File: src/rtl/seq_divider.sv
// Sequential 8-by-4 restoring divider, one quotient bit per clock, MSB first.
// Define DIVZERO_DETECT_EN to short-circuit B == 0 with a flagged zero result.
//
//   state | meaning
//   IDLE  | waiting for start (also holds a pending divide-by-zero result)
//   RUN   | eight restoring steps, busy asserted
//   DONE  | one-cycle done pulse; start here chains the next division
module seq_divider (
    input  logic       clk,
    input  logic       rst_n,
    input  logic       start,
    input  logic [7:0] prod,
    input  logic [3:0] B,
    output logic       busy,
    output logic       done,
    output logic [7:0] quot,
    output logic [3:0] rem,
    output logic       div_zero
);

    typedef enum logic [1:0] {IDLE = 2'd0, RUN = 2'd1, DONE = 2'd2} state_t;

    state_t     state_q;
    logic [7:0] dvd_q;
    logic [3:0] div_q;
    logic [4:0] prem_q;
    logic [6:0] qacc_q;
    logic [2:0] cnt_q;
    logic       busy_q;
    logic       done_q;
    logic [7:0] quot_q;
    logic [3:0] rem_q;

    logic [5:0] shift_d;
    logic       ge_d;
    logic [4:0] prem_d;
    logic [7:0] qacc_d;

    assign shift_d = {prem_q, dvd_q[7]};
    assign ge_d    = (shift_d >= {2'b00, div_q});
    assign prem_d  = ge_d ? 5'(shift_d - {2'b00, div_q}) : 5'(shift_d);
    assign qacc_d  = {qacc_q, ge_d};

`ifdef DIVZERO_DETECT_EN
    logic dz_q;
    logic dz_pend_q;
    assign div_zero = dz_q;
`else
    assign div_zero = 1'b0;
`endif

    assign busy = busy_q;
    assign done = done_q;
    assign quot = quot_q;
    assign rem  = rem_q;

    always_ff @(posedge clk or negedge rst_n) begin
        if (!rst_n) begin
            state_q   <= IDLE;
            dvd_q     <= 8'h00;
            div_q     <= 4'h0;
            prem_q    <= 5'h00;
            qacc_q    <= 7'h00;
            cnt_q     <= 3'd0;
            busy_q    <= 1'b0;
            done_q    <= 1'b0;
            quot_q    <= 8'h00;
            rem_q     <= 4'h0;
`ifdef DIVZERO_DETECT_EN
            dz_q      <= 1'b0;
            dz_pend_q <= 1'b0;
`endif
        end else begin
            done_q <= 1'b0;
            case (state_q)
                IDLE, DONE: begin
                    state_q <= IDLE;
`ifdef DIVZERO_DETECT_EN
                    // B == 0 completes one edge after the sampling edge without entering RUN
                    if (dz_pend_q) begin
                        dz_pend_q <= 1'b0;
                        state_q   <= DONE;
                        done_q    <= 1'b1;
                        quot_q    <= 8'h00;
                        rem_q     <= 4'h0;
                        dz_q      <= 1'b1;
                    end else if (start && (B == 4'd0)) begin
                        dz_pend_q <= 1'b1;
                    end else
`endif
                    if (start) begin
                        state_q <= RUN;
                        busy_q  <= 1'b1;
                        dvd_q   <= prod;
                        div_q   <= B;
                        prem_q  <= 5'h00;
                        qacc_q  <= 7'h00;
                        cnt_q   <= 3'd7;
                    end
                end
                RUN: begin
                    dvd_q  <= {dvd_q[6:0], 1'b0};
                    prem_q <= prem_d;
                    qacc_q <= qacc_d[6:0];
                    cnt_q  <= cnt_q - 3'd1;
                    if (cnt_q == 3'd0) begin
                        state_q <= DONE;
                        busy_q  <= 1'b0;
                        done_q  <= 1'b1;
                        quot_q  <= qacc_d;
                        rem_q   <= prem_d[3:0];
`ifdef DIVZERO_DETECT_EN
                        dz_q    <= 1'b0;
`endif
                    end
                end
                default: state_q <= IDLE;
            endcase
        end
    end

endmodule

File: config.mk
export PLATFORM = sky130hd
export DESIGN_NAME = seq_divider
export DESIGN_NICKNAME = d
export VERILOG_FILES = /design/src/rtl/seq_divider.sv
export SDC_FILE = /design/constraint.sdc
export NUM_CORES = 1
export LEC_CHECK = 0
export CAP_MARGIN = 15
export CORE_UTILIZATION = 53
export CTS_CLUSTER_SIZE = 8
export DETAILED_ROUTE_END_ITERATION = 7
export GPL_TIMING_DRIVEN = 0
export PLACE_DENSITY = 0.89
export SLEW_MARGIN = 20
export SYNTH_ARGS = -nofsm -noshare
export SYNTH_HDL_FRONTEND = slang
export SYNTH_SLANG_ARGS = --single-unit
File: constraint.sdc
create_clock -name clk -period 2.4 [get_ports clk]
set_input_delay 0.72 -clock clk [delete_from_list [all_inputs] [get_ports clk]]
set_output_delay 0.72 -clock clk [all_outputs]
set_load 0.02 [all_outputs]
# After elaboration in Yosys (flattened, before gate mapping)
# Index checks and enable logic that the tools add are counted.
totals:
  out_inout_bits: 15
  elab_cells: 42
  regBits: 43
  in_bits: 15
op_classes:
  n_reduce_logical: 8
  magnitude_cmp: 1
  mux: 17
  add_sub_neg: 2
  eq_ne: 4
op_table:
  columns: ["cell", "n"]
  rows:
  - ["case mux 8 bit (2 select lines)", 1]
  - ["case mux 7 bit (2 select lines)", 1]
  - ["2-to-1 mux 5 bit", 2]
  - ["case mux 5 bit (2 select lines)", 1]
  - ["2-to-1 mux 8 bit", 1]
  - ["2-to-1 mux 7 bit", 1]
  - ["greater-or-equal comparator 6 x 4 -> 1 bit", 1]
  - ["case mux 3 bit (2 select lines)", 1]
  - ["AND reduction 2 bit", 3]
  - ["2-to-1 mux 1 bit", 5]
  - ["subtractor 5 x 4 -> 5 bit", 1]
  - ["inequality test 2 bit (second input constant)", 2]
  - ["case mux 2 bit (2 select lines)", 1]
  - ["zero test 3 bit", 1]
  - ["2-to-1 mux 3 bit", 1]
  - ["AND reduction 3 bit", 1]
  - ["subtractor 3 x 1 -> 3 bit (second input constant)", 1]
  - ["equality test 2 x 1 -> 1 bit (second input constant)", 1]
  - ["equality test 2 bit (second input constant)", 1]
  - ["zero test 2 bit", 1]
  - ["2-to-1 mux 2 bit", 1]
  - ["case mux 1 bit (2 select lines)", 1]
  - ["nonzero test 2 bit", 1]
  - ["OR reduction 2 bit", 1]

# Depth between registers and ports, before layout
# Gate-level depths: netlist of the first run.
logic_depth:
  depth_word: 4
  depth_mapped: 9
  ltp_nobuf: 8

# Worst setup path before layout of the first run
# Ideal clock, no wire load.
synth_timing:
  path_type: "register to register"
  from: "register dvd_q[7]"
  to: "register prem_q[4]"
  path_buffers: 0
  setup_ns: 0.077
  stages_incl_launch_ff: 9
  period_less_slack_ns: 1.752
  arrival_ns: 1.675
  path_slack_ns: 0.648
  required_time_ns: 2.323
  path_cell_list: "dfrtp_1 > inv_1 > ha_1 > inv_1 > fa_1 > nand3_1 > nand2_1 > or3_1 > a21oi_1"
synth_between:
  elab_chain_len: 3
  word_cells_on_any_way: 4
  classes_between: "add/sub: 1; order compare: 1; mux: 2"
synth_lines:
  columns: ["element", "line_no", "text"]
  rows:
  - ["start, declared", "24", "logic [7:0] dvd_q;"]
  - ["start signal, assigned", "94", "dvd_q <= prod;"]
  - ["start signal, assigned", "102", "dvd_q <= {dvd_q[6:0], 1'b0};"]
  - ["subtractor 5 x 4 -> 5 bit or greater-or-equal comparator 6 x 4 -> 1 bit (tied branches)", "41, 40", null]
  - ["2-to-1 mux 5 bit (*)", "41", "assign prem_d = ge_d ? 5'(shift_d - {2'b00, div_q}) : 5'(shift_d);"]
  - ["case mux 5 bit (2 select lines) (*)", "75", "case (state_q)"]
  - ["end signal, assigned", "103", "prem_q <= prem_d;"]
  - ["end, declared", "26", "logic [4:0] prem_q;"]
# Every way passes the cells marked *; elsewhere a longest branch is shown, timed or not.
# A chain may end at the register's enable or synchronous reset.

# Worst setup path in the final report of the first run
layout_timing:
  from: "register rem_q[0] (netlist: rem[0])"
  to: "output rem[0]"
layout_lines:
  columns: ["element", "line_no", "text"]
  rows:
  - ["start, declared", "32", "logic [3:0] rem_q;"]
  - ["start signal, assigned", "111", "rem_q <= prem_d[3:0];"]
  - ["end, declared", "17", "output logic [3:0] rem,"]
# No word-level cell between the ends.

==> results.json, run 1 <==
{
  "wl_mm": 3.69,
  "path_cells": "clkdlybuf4s50_1",
  "fmax_mhz": 485,
  "placement.io_buffers": 28,
  "overflow": 0,
  "fin_skew_ns": 0.0124,
  "fin_ws_ns": 0.338,
  "worstPathRequired_ns": 1.68,
  "path_max_fanout": 2,
  "clock-sinks": 43,
  "power_density_nw_per_um2": 1440,
  "die_area_um2": 3920,
  "post_cts_buffers": 0,
  "path_class": "reg2out",
  "ys_warn_count": 0,
  "yosysUniqueCellTypes": 36,
  "cts_max_level": 2,
  "grt_pass1_vias": 1437,
  "hp-class": "in2async",
  "slew_viol_final": 0,
  "hpwl_mm": 2.69,
  "critPathMaxStageDelay_ns": 0.61,
  "gp_congestion": 0.895,
  "hold_buffers": 0,
  "path_delay_family": "buffers and inverters",
  "ios": 30,
  "start_util_pct": 57.0,
  "fp.coreArea_um2": 3420,
  "wire_per_inst_um": 13.3,
  "syn_avg_cell_area_um2": 9.98,
  "drcViolationCount": 0,
  "post-place-ws_ns": 0.179,
  "firstDrtPassIters": 4,
  "status": "completed",
  "drive_above_1_share_pct": 10.8,
  "via_per_inst": 5.47,
  "final_util_pct": 69.8,
  "synthCells": 195,
  "die_w_um": 62.6,
  "antenna_cells": 0,
  "drt_iter0_markers": 73,
  "fillerInstances": 265,
  "power.leakage_nw": 1.14,
  "synth_seq_cells": 43,
  "die_y_um": 62.6,
  "seq_area_um2": 1080,
  "min_period_over_period_pct": 85.9,
  "grt_use_total_pct": 22.5,
  "finalHoldViolations": 0,
  "cts-root-buf": "clkbuf_4",
  "grt_start_max_net_pins": 33,
  "worst-path-buf-inv": 1,
  "cpMaxStageDelayCell": "clkdlybuf4s50_1",
  "cts_buffers": 5,
  "antenna_found_initial": 0,
  "num_rows": 21,
  "maxCapViolCount": 0,
  "clk_latency_ns": 0.36,
  "ir_drop_mv": 0.779,
  "post_cts_resized": 0,
  "setup_viol_count_final": 0,
  "start_kind": "flop",
  "ant_nets": 0,
  "synthesis.nets": 217,
  "arrival_ns": 1.34,
  "multi_input_area_um2": 769,
  "end_kind": "output pin",
  "fin_crit_ns": 2.06,
  "synth_area_um2": 1950,
  "rsz0062_at_grt": "false",
  "fin_nets": 253,
  "layout-area-overhead-vs-synth_pct": 22.6,
  "final_cells": 278,
  "dp.cells": 270,
  "cts.reportedPaths.clkPinSlew_ns": 0.12,
  "cts_max_path_buffers": 2,
  "grt_first_pass_wirelength_mm": 6.68,
  "cts_tree": "yes",
  "vias": 1520,
  "yosysSeqAreaShare_pct": 55.3
}
==> state kept, by name, summed over array words and instances, names as in the netlist <==
register and cells:
rem 4, busy 1, dvd_q 8, quot 8, state_q 2, div_q 4
done 1, prem_q 5, qacc_q 7, cnt_q 3
==> synth_stat cells (all sizes together) <==
| cell | n | share of area [%] |
|---|---|---|
| nand2 | 54 | 11 |
| dfrtp | 43 | 55 |
| buf | 9 | 3.0 |
| inv | 9 | 1.7 |
| a22o | 7 | 3.2 |
| nand4 | 7 | 2.3 |
| o21ai | 7 | 1.8 |
| a21oi | 6 | 1.5 |
| a22oi | 6 | 2.3 |
| ha | 6 | 3.9 |
| nand3 | 5 | 1.3 |
| nor2 | 5 | 1.4 |
| nor2b | 3 | 0.96 |
| nor3 | 3 | 0.77 |
| o211ai | 3 | 1.2 |
| and2 | 2 | 0.77 |
| clkbuf | 2 | 0.39 |
| nand2b | 2 | 0.64 |
| o2111ai | 2 | 0.90 |
| o31ai | 2 | 0.77 |
| or3 | 2 | 0.64 |
| a211o | 1 | 0.51 |
| a211oi | 1 | 0.39 |
| a21o | 1 | 0.45 |
| a221o | 1 | 0.51 |
| a31oi | 1 | 0.32 |
| and3b | 1 | 0.51 |
| conb | 1 | 0.19 |
| fa | 1 | 1.0 |
| o311ai | 1 | 0.45 |
| xor2 | 1 | 0.45 |
==> cell families (layout without fill, tap and decap cells) <==
logic type | Yosys count | count (layout) | synth area share [%]
adders and majority gates | 7 | 7 | 4.89
AOI/OAI and AO/OA | 39 | 39 | 14.3
DFF | 43 | 43 | 55.3
xor gates and xnor gates | 1 | 1 | 0.450
buffers and inverters | 20 | 57 | 5.14
and+or+nand+nor | 84 | 84 | 19.7
other | 1 | 1 | 0.193
==> placed cells by master, fill, tap and decap left out, drive strengths merged, types with 3 or more instances in the layout <==
cell and count:
a21oi 6, a22o 7, a22oi 6, buf 11, clkbuf 8, clkdlybuf4s50 27
dfrtp 43, ha 6, inv 9, nand2 54, nand3 5, nand4 7
nor2 5, nor2b 3, nor3 3, o211ai 3, o21ai 7
==> path summary, 6_finish.rpt <==
check                                          start               endpoint  slack (ns)  depth (start not counted)
worst max register to register  dvd_q[7]$_DFFE_PN0P_  prem_q[4]$_DFFE_PN0P_        0.39                          8
worst max-delay path              rem[0]$_DFFE_PN0P_                 rem[0]        0.34                          1
min in group clk                 quot[1]$_DFFE_PN0P_    quot[1]$_DFFE_PN0P_        0.48                          2
worst min register to register   quot[1]$_DFFE_PN0P_    quot[1]$_DFFE_PN0P_        0.48                          2
max in group asynchronous                      rst_n   dvd_q[6]$_DFFE_PN0P_        1.72                          2
worst min-delay path                           rst_n         done$_DFF_PN0_        0.22                          1
==> per-stage QoR <==
| step | total power, W | hold WS [ns] | TNS, ns | cell area, um^2 |
|---|---|---|---|---|
| 6_report | 0.00342 | 0.225 | 0 | 2380 |
| 5_1_grt | 0.00372 | 0.219 | 0 | 2380 |
| 4_1_cts | 0.00345 | 0.216 | 0 | 2380 |
| 3_5_place_dp | 0.00297 | 0.461 | 0 | 2300 |
| 3_3_place_gp | 0.00289 | 0.457 | -18.05 | 2280 |
| 2_1_floorplan | 0.00243 | 0.424 | 0 | 1950 |
==> final cells by class <==
class / instances / share of cell area, %
plain buffers: 11 / 2.78
clock buffers: 6 / 2.15
clock inverters: 2 / 1.47
inverters: 9 / 1.42
multi-input cells: 132 / 32.3
flip-flops and latches: 43 / 45.1
well taps: 46 / 2.41
repair buffers: 29 / 12.4
==> routing by layer <==
metal,track usage [%],share of wire (%),wire (um)
met5,0,0,0
met4,11.0,2.6,96
met1,29.4,46,1680
met2,35.2,47,1720
met3,5.11,5.1,189
==> power by group <==
part | internal, W | leakage, nW | switching, W
sequential | 0.00105 | 0.534 | 0.000208
combinational | 0.000738 | 0.555 | 0.000960
clock | 0.000246 | 0.0482 | 0.000221
total | 0.00203 | 1.14 | 0.00139
No activity file was read; power rests on OpenSTA's default activity.
==> inputs of run 2 (changes only) <==
- CORE_UTILIZATION: 53 -> 57
- CTS_CLUSTER_SIZE: 8 -> unset
- PLACE_DENSITY: 0.89 -> 0.94
- clock period: 2.4 -> 2.6 ns (I/O delays scaled with it)
==> results.json, run 2 (synthesis gave the netlist of run 1 again) <==
{
  "status": "completed",
  "start_kind": "flop",
  "path_cells": "clkdlybuf4s50_1",
  "power_density_nw_per_um2": 1310,
  "clock-sinks": 43,
  "hold_buffers": 0,
  "cts_max_level": 2,
  "grt_pass1_vias": 1522,
  "drt_iter0_markers": 81,
  "vias": 1582,
  "min_period_over_period_pct": 81.5,
  "cts.reportedPaths.clkPinSlew_ns": 0.12,
  "path_max_fanout": 2,
  "overflow": 0,
  "end_kind": "output pin",
  "cts_max_path_buffers": 2,
  "layout-area-overhead-vs-synth_pct": 20.6,
  "hp-class": "in2async",
  "fin_ws_ns": 0.480,
  "die_w_um": 60.4,
  "worstPathRequired_ns": 1.82,
  "post-place-ws_ns": 0.321,
  "critPathMaxStageDelay_ns": 0.61,
  "placement.io_buffers": 28,
  "r2r-end": "prem_q[4]$_DFFE_PN0P_",
  "design_area_um2": 2350,
  "ant_nets": 0,
  "ir_drop_mv": 0.683,
  "path_delay_family": "buffers and inverters",
  "grt_use_total_pct": 26.0,
  "setup_viol_count_final": 0,
  "cpMaxStageDelayCell": "clkdlybuf4s50_1",
  "cts_tree": "yes",
  "die_area_um2": 3650,
  "rr_startpoint": "dvd_q[7]$_DFFE_PN0P_",
  "drive_above_1_share_pct": 9.91,
  "wire_per_inst_um": 14.1,
  "ios": 30,
  "use_met1_pct": 36.5,
  "cts-root-buf": "clkbuf_4",
  "startpoint": "quot[5]$_DFFE_PN0P_",
  "final_common_cell": "nand2_1",
  "rsz0062_at_grt": "false",
  "finalHoldViolations": 0,
  "worst-path-buf-inv": 1,
  "wl_mm": 3.90,
  "maxCapViolCount": 0,
  "fp.coreArea_um2": 3150,
  "fmax_mhz": 472,
  "antenna_found_initial": 0,
  "final_cells": 276,
  "post_cts_resized": 0,
  "path_class": "reg2out",
  "final_cell_mix": "nand2_1, dfrtp_1, clkdlybuf4s50_1",
  "num_rows": 20,
  "fin_nets": 253,
  "reg2reg_depth": 8,
  "grt_use_met2_pct": 39.2,
  "grt_busiest_layer": "met2",
  "start_util_pct": 61.7,
  "die_y_um": 60.4,
  "cts_buffers": 5,
  "post_cts_buffers": 0,
  "clk_latency_ns": 0.36,
  "grt_start_max_net_pins": 34,
  "firstDrtPassIters": 4,
  "crit_cells": 1,
  "drcViolationCount": 0,
  "gp_congestion": 0.875,
  "power.leakage_nw": 1.12,
  "dp.cells": 268,
  "r2r_setup_slack_ns": 0.59,
  "slew_viol_final": 0,
  "placed_area_um2": 2300,
  "arrival_ns": 1.34,
  "grt_first_pass_wirelength_mm": 6.82,
  "hold_slack_ns": 0.274,
  "fin_skew_ns": 0.00819,
  "antenna_cells": 0,
  "fin_crit_ns": 2.12,
  "hpwl_mm": 2.83,
  "cp-endpoint": "quot[5]",
  "via_per_inst": 5.73,
  "gr-usage-met3_pct": 7.25
}
run 2: cell types whose count changed in the layout (fill, tap and decap cells not counted), sizes merged:
cell / before / now
clkbuf: 8 / 9
bufinv: 1 / 0
run 2: cell type report:
type,instances,area (um^2)
tap,44,55.1
buffer,11,66.3
clock buffer,7,45.0
fill,240,807
multi-input combinational,132,769
inverter,9,33.8
sequential,43,1080
clock inverter,1,5.00
timing repair buffer,29,295
run 2: report_power, final:
group	internal, W	total (W)	leakage (nW)	switching [W]
clock network	0.000106	0.000310	0.0293	0.000205
registers	0.000968	0.00115	0.534	0.000187
logic	0.000683	0.00160	0.555	0.000919
run 2: how the worst min path moves through the flow:
stage                          start               endpoint  slack (ns)  depth (start not counted)
2_1_floorplan  qacc_q[6]$_DFFE_PN0P_    quot[7]$_DFFE_PN0P_        0.44                          2
3_3_place_gp     quot[2]$_DFFE_PN0P_    quot[2]$_DFFE_PN0P_        0.46                          2
3_5_place_dp     quot[7]$_DFFE_PN0P_    quot[7]$_DFFE_PN0P_        0.46                          2
4_1_cts                        rst_n   dvd_q[2]$_DFFE_PN0P_        0.28                          1
5_1_grt                        rst_n  qacc_q[5]$_DFFE_PN0P_        0.27                          1
6_report                       rst_n   dvd_q[2]$_DFFE_PN0P_        0.27                          1
run 2: per-layer routing:
| metal | wire length, um | vias up |
|---|---|---|
| li1 | - | 745 |
| met1 | 1760 | 784 |
| met2 | 1860 | 44 |
| met3 | 199 | 9 |
| met4 | 77 | 0 |
| met5 | 0 | - |
run 2: metrics by stage:
stage               setup TNS [ns]  util (%)  power, W
floorplan                        0         -   0.00225
global placement            -12.68      72.3   0.00266
detailed placement               0      72.8   0.00276
CTS                              0      74.4   0.00306
global route                     0      74.4   0.00332
finish                           0      74.4   0.00307
